===== src/rtl/clkgate_sequencer.sv =====
// clkgate_sequencer: one-at-a-time sequencer for gated clock-buffer CE inputs with settle and ack.
// Define CLKGATE_SEQ_STAGGER_EN to add a STAGGER_CYCLES idle gap after every ack.
module clkgate_sequencer #(
    parameter int NUM_DOMAINS    = 4,
    parameter int SETTLE_CYCLES  = 4,
    parameter int STAGGER_CYCLES = 8
) (
    input  logic                   i_clk,
    input  logic                   i_nrst,
    input  logic [NUM_DOMAINS-1:0] i_req,
    input  logic                   i_force_on,
    output logic [NUM_DOMAINS-1:0] o_ce,
    output logic [NUM_DOMAINS-1:0] o_ack,
    output logic                   o_busy
);
    localparam int MAXC = (SETTLE_CYCLES > STAGGER_CYCLES) ? SETTLE_CYCLES : STAGGER_CYCLES;
    localparam int CW   = $clog2(MAXC + 1);
    localparam int PW   = (NUM_DOMAINS > 1) ? $clog2(NUM_DOMAINS) : 1;
    typedef enum logic [1:0] {
        IDLE,
        APPLY,
        SETTLE
`ifdef CLKGATE_SEQ_STAGGER_EN
        , STAGGER
`endif
    } state_t;
    state_t                 state, state_n;
    logic [CW-1:0]          cnt;
    logic [PW-1:0]          sel, ptr, pick;
    logic                   found, settle_done;
    logic [NUM_DOMAINS-1:0] eff, pend;
    assign eff         = i_req | {NUM_DOMAINS{i_force_on}};
    assign pend        = eff ^ o_ack;
    assign settle_done = cnt == CW'(SETTLE_CYCLES - 1);
    assign o_busy      = state != IDLE;
    // descending offsets so the nearest pending domain after ptr wins
    always_comb begin
        pick  = '0;
        found = 1'b0;
        for (int i = NUM_DOMAINS - 1; i >= 0; i--) begin
            if (pend[(int'(ptr) + i) % NUM_DOMAINS]) begin
                pick  = PW'((int'(ptr) + i) % NUM_DOMAINS);
                found = 1'b1;
            end
        end
    end
    always_comb begin
        state_n = state;
        case (state)
            IDLE:    state_n = found ? APPLY : IDLE;
            APPLY:   state_n = SETTLE;
`ifdef CLKGATE_SEQ_STAGGER_EN
            SETTLE:  state_n = settle_done ? STAGGER : SETTLE;
            STAGGER: state_n = (cnt == CW'(STAGGER_CYCLES - 1)) ? IDLE : STAGGER;
`else
            SETTLE:  state_n = settle_done ? IDLE : SETTLE;
`endif
            default: state_n = IDLE;
        endcase
    end
    always_ff @(posedge i_clk or negedge i_nrst) begin
        if (!i_nrst) begin
            state <= IDLE;
            cnt   <= '0;
            sel   <= '0;
            ptr   <= '0;
            o_ce  <= '0;
            o_ack <= '0;
        end else begin
            state <= state_n;
            case (state)
                IDLE: if (found) sel <= pick;
                APPLY: begin
                    o_ce[sel] <= eff[sel];
                    cnt       <= '0;
                end
                SETTLE: begin
                    if (settle_done) begin
                        o_ack[sel] <= o_ce[sel];
                        ptr        <= (sel == PW'(NUM_DOMAINS - 1)) ? '0 : sel + 1'b1;
                        cnt        <= '0;
                    end else begin
                        cnt <= (cnt == CW'(MAXC)) ? cnt : cnt + 1'b1;
                    end
                end
                default: cnt <= (cnt == CW'(MAXC)) ? cnt : cnt + 1'b1;
            endcase
        end
    end
endmodule


===== config.mk =====
export PLATFORM = sky130hd
export DESIGN_NAME = clkgate_sequencer
export DESIGN_NICKNAME = d
export VERILOG_FILES = /design/src/rtl/clkgate_sequencer.sv
export SDC_FILE = /design/constraint.sdc
export NUM_CORES = 1
export LEC_CHECK = 0
export BUFFER_PORTS_ARGS = -buffer_cell sky130_fd_sc_hd__buf_2
export CAP_MARGIN = 25
export CORE_MARGIN = 2
export CORE_UTILIZATION = 61
export DETAILED_ROUTE_END_ITERATION = 7
export PLACE_DENSITY_LB_ADDON = 0.2
export SYNTH_ARGS = -nofsm -noshare
export SYNTH_HDL_FRONTEND = slang
export SYNTH_SLANG_ARGS = --single-unit
export TNS_END_PERCENT = 10

===== constraint.sdc =====
create_clock -name i_clk -period 4.3 [get_ports i_clk]
set_input_delay 0.86 -clock i_clk [delete_from_list [all_inputs] [get_ports i_clk]]
set_output_delay 0.86 -clock i_clk [all_outputs]
set_load 0.005 [all_outputs]

==> impl_results.md <==
* Status: finished, final reports clean
* Area contributors post-synth: dfrtp_1 35%, ha_1 9.7%, mux2_2 4.3%
* Synth top area share at 34.8%
* Clk_lat worst skew at 0.30 ns
* PortBufs at 15
* Clk buf depth at 2
* Critical Path Fanout Max at 7
* Reg2reg path depth at 6
* Post-synth EDFFs at 0
* Met1 capacity usage during global routing at 35.2%
* Leakage at 0.000621 uW
* Post-synthesis instance area at 0.00129 mm^2
* Final ANT Viol Nets at 0
* Dpl cell area at 0.00139 mm^2
* Sequential standard cell area at 450 um^2
* Clock transition at path regs at 0.11 ns
* Endpoints failing hold at 0
* GPL Wtd Cong at 0.912
* Final period util at 54.0%
* Post-route clock skew at 0.000804 ns
* FF-to-FF setup slack at 2.38 ns
* Commonest non-fill, non-tap cell in the layout: dfrtp_1
* CTS tree: built
* Initial DRC Count at 24
* Hold_buf cts at 0
* Area Growth Syn to Fin at 9.85%
* CTS Buf Count at 3
* Largest net degree at the start of global routing at 19
* Flops & latches, synth at 18
* Area of the multi-input gates at 790 um^2
* GRT Total Usage at 24.7%
* VDD IR max at 0.000532 V
* Critical Path RT at 3.44 ns
* Slack of the critical path at 1.98 ns
* Initial Utilization at 65.3%
* Average wire per standard cell at 15.2 um
* Drt drc at 0
* FP Rows at 16
* Core Region at 0.00198 mm^2
* Cells after synthesis at 137
* Sequential fraction of the synthesis area at 34.8%
* FF-to-FF End: cnt[3]
* Layout cell share with drive strength beyond 1 at 21.1%
* Nets at 170
* Vias per cell at 6.04
* WHS at 0.473 ns
* CTS root buffer: clkbuf_4
* Cts repair resizes at 0
* WL final at 2720 um
* Vias in the first global route at 1021
* N_diodes at 0
* Grt ovf at 0
* Layout Cells excl Fill at 179
* Crit start category: flip-flop
* Syn avg cell area at 9.45 um^2
* PD cells at 680 mW/mm^2
* Max Freq at 431 MHz
* Worst relative slew slack at 73.0%
* Total Negative Setup Slacks at 0 ns
* Synth unique cells at 45
* Synth Flop Type: dfrtp_1
* Final instance area at 0.00142 mm^2
* Drt first pass iters at 4
* Crit Reg-Reg Startpoint: cnt[0]
* Setup Crit Path Kind: flip-flop to output port
* # setup viols final at 0
* Num Clock Sinks at 18
* Max Cap Violations at 0
* Total nets after synthesis at 154
* Worst slew pin tran at 0.405 ns
* Post-synth top area cell: dfrtp_1
* Crit. End Element: output port
* Hold Path Class: input pin to async pin
* RSZ-0062 raised after global routing: no
* Inst Count DP at 175
* Detail Placement HPWL at 2080 um
* DR vias at 1082
* Async set or reset register ratio after synthesis at 100%
* Slew Viols, Final at 0
* IO Pins at 16
* Dpl ws at 1.91 ns
* First-pass GRT wire length at 4710 um
* GRT busiest layer: met2
* WP data arrival at 1.46 ns
* Tmin final at 2.32 ns
* H-tree levels at 1
* Setup Fix Bufs, Post-CTS at 0
* Die height at 50.1 um
* Fill cell count at 159
* Initial antenna violation count at 0
* Grt met2 use at 39.5%
* Most frequent cells in the layout: 18 x dfrtp_1, 15 x buf_2, 13 x nand2_1
* Yosys warnings at 0
* M3 GR Usage at 1.82%
* Chip width at 50.1 um
* DIE AREA at 0.00251 mm^2
final cells by class:
class                   instances  share of cell area, %
clock buffers                   4                   2.55
inverters                      10                   2.64
flip-flops and latches         18                   31.7
multi-input cells             105                   55.5
repair buffers                 15                   5.28
well taps                      27                   2.37
how the worst max path moves through the flow:
stage / from / endpoint / slack, ns / cells after the start
after floorplan: i_force_on / sel[0] / 2.18 / 5
after global placement: i_force_on / sel[0] / 1.97 / 6
after detailed placement: i_force_on / sel[1] / 1.91 / 6
after CTS: state[0] / o_busy / 1.99 / 4
after global routing: state[0] / o_busy / 1.89 / 4
final: state[0] / o_busy / 1.98 / 4
synth_stat cells (2+ instances only):
cell type and count:
o32ai_1 2, o21ai_0 9, a21oi_1 8, inv_1 10, nand3b_1 2, or3_1 2
a31oi_1 5, o31a_1 2, o31ai_1 3, mux2_2 5, o22ai_1 2, buf_2 2
nor3_1 4, nand3_1 3, dfrtp_1 18, nor2_1 5, nor2b_1 4, ha_1 10
a21o_1 3, nand2_1 13
sequential cells by signal, summed over array words and instances (netlist names):
register	cells
state	2
cnt	4
o_ce	4
sel	2
ptr	2
o_ack	4
per-stage QoR:
step	utilization (%)	power, uW
floorplan	-	718
global placement	69.9	836
detailed placement	69.9	860
CTS	71.8	966
global route	71.8	1060
finish	71.8	967
logic make-up (layout without fill, tap and decap cells):
| logic type | Yosys count | after routing | share of synthesized area [%] |
|---|---|---|---|
| AOI/OAI and AO/OA | 43 | 43 | 23.3 |
| xor gates and xnor gates | 2 | 2 | 1.35 |
| adders and majority gates | 10 | 10 | 9.66 |
| buffers and inverters | 14 | 29 | 4.25 |
| DFF | 18 | 18 | 34.8 |
| muxes | 8 | 8 | 8.89 |
| and+or+nand+nor | 42 | 42 | 17.8 |
where the power goes:
part / switching [uW] / leakage, uW / internal [uW]
Clock: 55.2 / 0.0000210 / 51.6
Sequential: 96.3 / 0.000222 / 238
Combinational: 278 / 0.000378 / 248
Total: 429 / 0.000621 / 538
per-layer routing:
| metal | routed length (um) | up-vias |
|---|---|---|
| met5 | 0 | - |
| met4 | 38 | 0 |
| met1 | 1360 | 524 |
| met2 | 1230 | 20 |
| li1 | - | 534 |
| met3 | 95 | 4 |
critical path: stages (launching register included):
cell and delay [ns]:
dfrtp_1 0.41, inv_1 0.12, ha_1 0.32, inv_1 0.15
buf_2 0.15
Power figures use the tool's default switching activity.
